<file path="config.mk">
export PLATFORM = sky130hd
export DESIGN_NAME = cpu_oci_dct_unpacker
export DESIGN_NICKNAME = d
export VERILOG_FILES = /design/src/rtl/cpu_oci_dct_pkg.sv /design/src/rtl/cpu_oci_sat_counter.sv /design/src/rtl/cpu_oci_dct_unpacker.sv
export SDC_FILE = /design/constraint.sdc
export NUM_CORES = 1
export LEC_CHECK = 0
export BUFFER_PORTS_ARGS = -buffer_cell sky130_fd_sc_hd__clkbuf_2
export CAP_MARGIN = 15
export CORE_MARGIN = 2
export CORE_UTILIZATION = 49
export DETAILED_ROUTE_END_ITERATION = 10
export GPL_TIMING_DRIVEN = 1
export PLACE_DENSITY = 0.76
export SETUP_SLACK_MARGIN = 0.02
export SLEW_MARGIN = 25
export SYNTH_ARGS = -nofsm -noshare
export SYNTH_HDL_FRONTEND = slang
export SYNTH_SLANG_ARGS = --single-unit
</file>
<file path="constraint.sdc">
create_clock -name clk -period 1.7 [get_ports clk]
set_input_delay 0.085 -clock clk [delete_from_list [all_inputs] [get_ports clk]]
set_output_delay 0.085 -clock clk [all_outputs]
set_load 0.03 [all_outputs]
</file>
<file path="src/rtl/cpu_oci_dct_pkg.sv">
// cpu_oci_dct_pkg
//   Shared constants and state type for the OCI debug-capture trace unpacker.
//   DCT_NSYM is the number of symbol slots in one packed buffer.
package cpu_oci_dct_pkg;

  localparam int DCT_BUF_W = 30;
  localparam int DCT_SYM_W = 2;
  localparam int DCT_CNT_W = 4;
  localparam int DCT_NSYM  = DCT_BUF_W / DCT_SYM_W;

  typedef enum logic {
    IDLE = 1'b0,
    SEND = 1'b1
  } dct_state_t;

endpackage

</file>
<file path="src/rtl/cpu_oci_sat_counter.sv">
// cpu_oci_sat_counter
//   Free-running up counter with increment enable that sticks at all-ones
//   instead of wrapping.
// Ports:
//   i_clk   - clock, rising edge
//   i_rst   - asynchronous active-high reset, clears the count
//   i_inc   - add one this cycle (ignored once saturated)
//   o_count - current count
module cpu_oci_sat_counter #(
  parameter int W = 16
) (
  input  logic         i_clk,
  input  logic         i_rst,
  input  logic         i_inc,
  output logic [W-1:0] o_count
);

  logic [W-1:0] r_count;

  always_ff @(posedge i_clk or posedge i_rst) begin
    if (i_rst)
      r_count <= '0;
    else if (i_inc && (r_count != '1))
      r_count <= r_count + 1'b1;
  end

  assign o_count = r_count;

endmodule

</file>
<file path="src/rtl/cpu_oci_dct_unpacker.sv">
// cpu_oci_dct_unpacker
//   Captures one packed trace buffer on a load strobe and replays its symbols,
//   oldest first, one per accepted beat on a valid/ready stream.
// Ports:
//   clk, reset      - clock (rising edge), asynchronous active-high reset
//   dct_buffer      - packed symbols, symbol k at [SYM_W*k +: SYM_W], k=0 oldest
//   dct_count       - number of valid symbols in dct_buffer
//   dct_load        - single-cycle capture strobe
//   dct_ready       - idle and able to capture
//   test_has_ended  - flush; holds the block idle while high
//   sym_data/valid/ready/last - output symbol stream
//   overrun         - sticky: a load arrived while busy
//   sym_total       - saturating count of accepted symbols
// BUF_W must be a multiple of SYM_W and 2**CNT_W-1 must cover BUF_W/SYM_W.
module cpu_oci_dct_unpacker
  import cpu_oci_dct_pkg::*;
#(
  parameter int BUF_W = DCT_BUF_W,
  parameter int SYM_W = DCT_SYM_W,
  parameter int CNT_W = DCT_CNT_W,
  parameter int TOT_W = 16
) (
  input  logic             clk,
  input  logic             reset,
  input  logic [BUF_W-1:0] dct_buffer,
  input  logic [CNT_W-1:0] dct_count,
  input  logic             dct_load,
  output logic             dct_ready,
  input  logic             test_has_ended,
  output logic [SYM_W-1:0] sym_data,
  output logic             sym_valid,
  input  logic             sym_ready,
  output logic             sym_last,
  output logic             overrun,
  output logic [TOT_W-1:0] sym_total
);

  dct_state_t       r_state;
  logic [BUF_W-1:0] r_shift;
  logic [CNT_W-1:0] r_remaining;
  logic             r_overrun;
  logic             w_beat;

  // Outputs are decoded straight from registers, so an asynchronous reset
  // drops them immediately without waiting for an edge.
  assign dct_ready = (r_state == IDLE) && !test_has_ended;
  assign sym_valid = (r_state == SEND);
  assign sym_data  = r_shift[SYM_W-1:0];
  assign sym_last  = (r_state == SEND) && (r_remaining == CNT_W'(1));
  assign overrun   = r_overrun;

  // A handshake during flush is not a delivered symbol.
  assign w_beat = sym_valid && sym_ready && !test_has_ended;

  always_ff @(posedge clk or posedge reset) begin
    if (reset) begin
      r_state     <= IDLE;
      r_shift     <= '0;
      r_remaining <= '0;
      r_overrun   <= 1'b0;
    end else begin
      // Loads that collide with a busy buffer are dropped but remembered;
      // loads during flush are dropped silently.
      if (dct_load && (r_state != IDLE) && !test_has_ended)
        r_overrun <= 1'b1;

      if (test_has_ended) begin
        r_state     <= IDLE;
        r_shift     <= '0;
        r_remaining <= '0;
      end else begin
        case (r_state)
          IDLE: begin
            if (dct_load && (dct_count != '0)) begin
              r_shift     <= dct_buffer;
              r_remaining <= dct_count;
              r_state     <= SEND;
            end
          end
          SEND: begin
            if (w_beat) begin
              r_shift     <= r_shift >> SYM_W;
              r_remaining <= r_remaining - 1'b1;
              if (r_remaining == CNT_W'(1))
                r_state <= IDLE;
            end
          end
          default: r_state <= IDLE;
        endcase
      end
    end
  end

  cpu_oci_sat_counter #(
    .W(TOT_W)
  ) u_total (
    .i_clk  (clk),
    .i_rst  (reset),
    .i_inc  (w_beat),
    .o_count(sym_total)
  );

endmodule

</file>
==> implementation parameters, run 1 <==
Parameter                              Value

Status
  Run status    complete, no violations

Power and ir drop
  Sequential power share    0.517
  Clk pwr share    0.234
  Worst vdd rail ir drop    0.0005641 V
  Switching fraction of total power    0.3160
  Cell-internal power    1965 uW
  Pwr dens    876.1 nW/um^2
  Net Sw Power    908.0 uW
  Logic gate share of total power    0.249
  Standby leakage power    0.001543 uW
  Post-route total power    2873 uW

Synthesis
  Total nets after synthesis    292
  Number of enable-type register cells in the synthesized netlist    0
  Top cell type by total area after synthesis    dfrtp_1
  Distinct cells, synth    44
  Portion of synthesized cell area occupied by the leading cell type    0.4835
  Leading post-synthesis cells by cell area    dfrtp_1 (48%), mux2i_1 (10%), o31ai_1 (8.4%)
  Share of synthesized area occupied by flip-flops and latches    0.4835
  Primary FF master, synth    dfrtp_1
  Register bit count reported by yosys    52
  Synthesized instance count    250
  Share of synthesized cell area in and, or, nand and nor gates    0.1771
  Share of the synthesized area in compound gates (AO/OA/AOI/OAI)    0.1385
  Fraction of the mapped netlist area in adder cells    0.01395
  Fraction of synthesized area in multiplexers    0.1097
  Count of yosys warnings during synthesis    0
  Share of flip-flops with an asynchronous set or reset after synthesis    1.000
  Netlist area before placement    2691 sq um
  Combinational family with the most area after synthesis    simple AND/OR/NAND/NOR gates
  Post-Synth XOR/XNOR Area    0.03254
  Post-Syn Area per Cell    10.77 sq um

STA
  Timing-limited maximum frequency    0.6332 GHz
  Portion of the clock cycle consumed by the worst path in the final layout    0.9290
  Worst rel slew slack    0.6633
  Fin. Hold Viols    0
  Pin slew with the least headroom to its limit    0.5042 ns
  Final worst slack    0.1207 ns
  Clock period minus final worst setup slack    1.579 ns
  Slew Limit Fails    0
  Final setup violation count    0
  Worst clock skew    0.009702 ns
  Final hold slack    0.01872 ns
  RSZ-0062 raised after global routing    false

Worst setup path
  Critical-path maximum fanout    9
  Crit path arrival time    1.49 ns
  Endpoint class of the critical path    output pin
  Critical path class    flip-flop to output pin
  Required time of the critical path    1.62 ns
  Worst-case reg-to-reg path depth    5
  Critical Path Start    sym_valid
  Critical path startpoint category    flip-flop
  Reg2reg start    u_total.o_count[0]
  Critical path capture point    sym_last
  End of the worst register-to-register path    u_total.o_count[1]
  Flop-to-flop setup slack    0.13 ns

Floorplan
  DIE AREA    6101 sq um
  Initial cell density of the core    0.5171
  DIE HEIGHT    78.11 um
  X dimension of the die    78.11 um
  Total number of placement rows    26
  Core Footprint    5205 sq um
  Top Ports    61

Cells and area
  Layout Utilization    0.6300
  Most used cells in the layout excluding fill and tap cells    clkbuf_2 (60), dfrtp_1 (44), nand2_1 (39)
  Filler cell count in the final layout    449
  Synth-to-layout area growth    21.85%
  Count of placed standard cells in the final layout, fillers left out    390
  Leading cell type in the layout, fill and taps excluded    clkbuf_2
  Layout net count    361
  Area occupied by multi-input gates    1304 sq um
  Register cell area after layout    1311 sq um
  Antenna fix cells    0
  Fraction of final layout cells with drive strength greater than 1    0.3375

Global routing
  Overflow left after global routing    0
  Vias in the first global route    2116
  Number of antenna violations at the first check in global routing    0
  First-pass GRT wire length    9.680 mm
  Maximum number of pins on one net before global-route repair    44
  Total Routing Usage GR    0.1951

Flow run
  Number of maximum-capacitance violations    0

Drt
  DRC violations left    0
  Total vias in the final route    2104
  Wire per inst    14.07 um
  Drt pass-1 iters    5
  Remaining antenna violation count    0
  Detailed Route Iter0 Violations    129
  Wire length after detailed routing    5.489 mm
  Routed vias/inst    5.395

Placement
  Final weighted congestion of routability-driven global placement    0.8424
  Worst setup slack before clock tree synthesis    -0.01925 ns
  DP Wirelength    4.058 mm
  I/O Buffers    60
  Total instance count after detailed placement    379

Worst hold path
  Critical hold path startpoint    dct_buffer[28]
  Classification of the worst-slack hold path    input pin to flip-flop

Clocking
  Clock root buffer master    clkbuf_8
  # clock sinks    52
  Clock Pin Slew Worst Setup and Hold Paths    0.08 ns
  Total CTS buffers    5
  Max Buffers Root-to-Sink    2
  Count of H-tree levels built during CTS    2
  Skew-Pair Late Insertion Delay    0.30 ns
  TritonCTS clock tree    done
## power by group through the flow
stage | Combinational [uW] | Clock [uW] | Sequential, uW
3_3_place_gp | 697 | 0 | 1510
3_5_place_dp | 715 | 0 | 1510
5_1_grt | 796 | 753 | 1510
4_1_cts | 721 | 696 | 1490
6_report | 716 | 673 | 1480
2_1_floorplan | 381 | 0 | 1600
## sequential cells by signal (all words and copies together) (netlist names)
name and count:
r_shift 30, u_total.o_count 16, r_remaining 4, overrun 1
sym_valid 1
## synth_stat cells, types with 2 or more instances
cell type and number:
nor2b_1 3, o21ai_0 5, dfrtp_1 52, nand2_1 39, nor2_1 8, inv_1 4
nor4_4 2, mux2i_1 28, nand3_1 6, nor4_1 3, nand4_1 3, o21a_1 3
clkbuf_1 3, xnor2_1 3, nor3_1 3, nand4b_1 2, xor2_1 7, o31ai_1 30
a21oi_1 6, buf_4 5, a31oi_1 2, ha_1 3, buf_2 9
## cell families after synthesis
| group | Yosys count |
|---|---|
| AND/OR/NAND/NOR | 82 |
| AO/OA/AOI/OAI | 52 |
| flip-flops | 52 |
| multiplexers | 29 |
| buffers and inverters | 22 |
| XOR/XNOR | 10 |
| adder cells (fa/ha/maj) | 3 |
## worst min path at each step
| stage | end | slack (ns) | cells past startpoint |
|---|---|---|---|
| 2_1_floorplan | sym_valid | 0.19 | 1 |
| 3_3_place_gp | u_total.o_count[2] | 0.13 | 2 |
| 3_5_place_dp | u_total.o_count[3] | 0.14 | 2 |
| 4_1_cts | r_shift[28] | 0.01 | 3 |
| 5_1_grt | overrun | 0.03 | 2 |
| 6_report | r_shift[28] | 0.02 | 3 |
## timing repair
action	in CTS	in global routing
endpoints found under the hold margin	23	0
resized for setup	1	2
setup buffers	0	1
endpoints found under the setup margin	5	7
hold buffers	2	0
## worst max-delay path, cell delays in order (launching register included)
cell and delay, ns:
dfrtp_2 0.48, inv_1 0.16, nor4b_4 0.31, clkbuf_2 0.25
## metal layers
| metal | GRT usage | wire, um | part of all wire | up-vias |
|---|---|---|---|---|
| li1 | - | - | - | 1038 |
| met1 | 0.2684 | 2552 | 0.46 | 1001 |
| met2 | 0.3164 | 2577 | 0.47 | 58 |
| met3 | 0.04713 | 304 | 0.055 | 7 |
| met4 | 0.04035 | 54 | 0.0098 | 0 |
| met5 | 0 | 0 | 0 | - |
## per-stage QoR
step           area, sq um  setup TNS [ns]
3_5_place_dp          3161        -0.03232
6_report              3279               0
5_1_grt               3279               0
2_1_floorplan         2723               0
3_3_place_gp          3161               0
4_1_cts               3262               0
## layout make-up
class | count | area share
clock buffers | 7 | 0.02327
clock inverters | 1 | 0.001526
inverters | 4 | 0.004578
multi-input cells | 176 | 0.3976
flip-flops and latches | 52 | 0.3998
well taps | 70 | 0.02671
repair buffers | 80 | 0.1465
(Power assumes the default switching activity.)
==> inputs of run 2 (changes only) <==
Settings changed: PLACE_DENSITY 0.76 to 0.79.
==> implementation parameters, run 2 (same netlist as run 1, synthesis figures left out) <==
Parameter                              Value

Worst hold path
  Classification of the worst-slack hold path    input pin to flip-flop

Clocking
  Clock Pin Slew Worst Setup and Hold Paths    0.09 ns (about the same)
  Clock root buffer master    clkbuf_8
  Skew-Pair Late Insertion Delay    0.30 ns (about the same)
  Count of H-tree levels built during CTS    2 (unchanged)
  # clock sinks    52 (unchanged)
  TritonCTS clock tree    done
  Total CTS buffers    5 (unchanged)
  Max Buffers Root-to-Sink    2 (unchanged)

Floorplan
  Top Ports    61 (unchanged)
  DIE HEIGHT    78.11 um (unchanged)
  DIE AREA    6101 sq um (unchanged)
  Initial cell density of the core    0.5171 (unchanged)
  X dimension of the die    78.11 um (unchanged)
  Core Footprint    5205 sq um (unchanged)
  Total number of placement rows    26 (unchanged)

Worst setup path
  Critical path startpoint category    flip-flop
  Required time of the critical path    1.62 ns (about the same)
  Critical path class    flip-flop to output pin
  Cell type with the highest occurrence count on the critical path    buf_4
  Largest stage delay, worst path    0.47 ns (about the same)
  Critical-path maximum fanout    19 (+10)
  Endpoint class of the critical path    output pin
  CP Cell Sequence    buf_4, nor2_4, buf_4, clkbuf_2
  Critical Path Slowest Stage Cell    dfrtp_2
  Crit path arrival time    1.52 ns (+0.03 ns)

Placement
  Worst setup slack before clock tree synthesis    0.001262 ns (+0.02051 ns)
  Final weighted congestion of routability-driven global placement    0.7721 (-8.3%)
  I/O Buffers    60 (unchanged)
  DP Wirelength    4.224 mm (+4.1%)
  Post-DP Area    3161 sq um (unchanged)

Cells and area
  Design area    3311 sq um (+0.95%)
  Antenna fix cells    0 (unchanged)
  Leading cell type in the layout, fill and taps excluded    clkbuf_2
  Flip-flop count of the largest register after layout    30 (unchanged)
  Register ranked first by flip-flop count    r_shift
  Layout Utilization    0.6361 (+0.006010)
  Fraction of final layout cells with drive strength greater than 1    0.3522 (+0.01470)
  Synth-to-layout area growth    23.01%
  Layout net count    360 (-0.28%)
  Most used cells in the layout excluding fill and tap cells    clkbuf_2 (60), dfrtp_1 (44), nand2_1 (39)

Drt
  Detailed Route Iter0 Violations    108 (-16%)
  Routed vias/inst    5.446 (+0.95%)
  Total vias in the final route    2113 (+0.43%)
  DRC violations left    0 (unchanged)
  Drt pass-1 iters    4 (-1)
  Remaining antenna violation count    0 (unchanged)
  Wire per inst    15.31 um (+8.8%)
  Wire length after detailed routing    5.940 mm (+8.2%)

Flow run
  Number of maximum-capacitance violations    0 (unchanged)

Global routing
  Total Routing Usage GR    0.2081 (+0.01297)
  Overflow left after global routing    0 (unchanged)
  Vias in the first global route    2177 (+2.9%)
  First-pass GRT wire length    10.16 mm (+4.9%)
  Maximum number of pins on one net before global-route repair    38 (-14%)
  Number of antenna violations at the first check in global routing    0 (unchanged)

STA
  Pin slew with the least headroom to its limit    0.3822 ns (-0.1220 ns)
  RSZ-0062 raised after global routing    true
  Final worst slack    0.09262 ns (-0.02805 ns)
  Worst clock skew    0.006112 ns (-0.003590 ns)
  Slew Limit Fails    0 (unchanged)
  Fin. Hold Viols    0 (unchanged)
  Final setup violation count    0 (unchanged)
  Clock period minus final worst setup slack    1.607 ns (+0.02805 ns)
  Worst rel slew slack    0.7452 (+0.08186)
  Post-Route Setup TNS    0 ns (unchanged)
  Timing-limited maximum frequency    0.6221 GHz (-1.7%)
  Portion of the clock cycle consumed by the worst path in the final layout    0.9455 (+0.01650)

Power and ir drop
  Post-route total power    2970 uW (+3.4%)
  Standby leakage power    0.001550 uW (+0.46%)
  Pwr dens    897.0 nW/um^2 (+2.4%)
  Worst vdd rail ir drop    0.0006106 V (+8.3%)

Status
  Run status    complete, no violations
-- run 2: timing repair --
| item | 4_1_cts | 5_1_grt |
|---|---|---|
| setup endpoints to repair | 3 | 10 |
| hold endpoints to repair | 15 | 0 |
| resized for setup | 3 | 5 |
| hold buffers | 1 | 0 |
| pin swaps | 0 | 1 |
| setup buffers | 0 | 1 |
-- run 2: final cells by class --
type	count	area [sq um]
Clock buffer	7	96.34
Fill cell	464	1894
Inverter	4	15.01
Multi-Input combinational cell	176	1330
Sequential cell	52	1311
Tap cell	70	87.58
Timing Repair Buffer	79	470.5
-- run 2: worst max-delay path, delay by kind of cell (launching register included) --
kind | cells | cell delay, ns
buf+inv | 3 | 0.58
simple gates | 1 | 0.17
flops | 1 | 0.47
-- run 2: stage by stage --
step	hold WS, ns	std cells
finish	0.01496	388
global route	0.03492	388
CTS	0.0001236	387
detailed placement	0.06604	379
global placement	0.06346	379
floorplan	0.1913	250
-- run 2: path summary, 6_finish.rpt --
| path | start | end | slack [ns] | cells after the start |
|---|---|---|---|---|
| worst max-delay path | sym_valid | dct_ready | 0.09 | 4 |
| worst min-delay path | dct_buffer[29] | r_shift[29] | 0.01 | 3 |
| worst max register to register | u_total.o_count[0] | u_total.o_count[1] | 0.12 | 5 |
| worst min register to register | overrun | overrun | 0.46 | 1 |
| max in group asynchronous | reset | sym_valid | 0.88 | 4 |
| min in group asynchronous | reset | u_total.o_count[9] | 0.29 | 3 |
-- run 2: layer usage --
| layer | global-route usage | routed length [um] | vias up | share of wire |
|---|---|---|---|---|
| met5 | 0 | 0 | - | 0 |
| met4 | 0.05439 | 63 | 0 | 0.011 |
| li1 | - | - | 1041 | - |
| met2 | 0.3483 | 2880 | 46 | 0.48 |
| met3 | 0.03563 | 226 | 6 | 0.038 |
| met1 | 0.2818 | 2770 | 1020 | 0.47 |
-- run 2: where the power goes --
group          switching, uW  internal, uW  leakage, uW
Combinational            427           297     0.000825
Sequential               114          1380     0.000675
Clock                    393           364    0.0000503
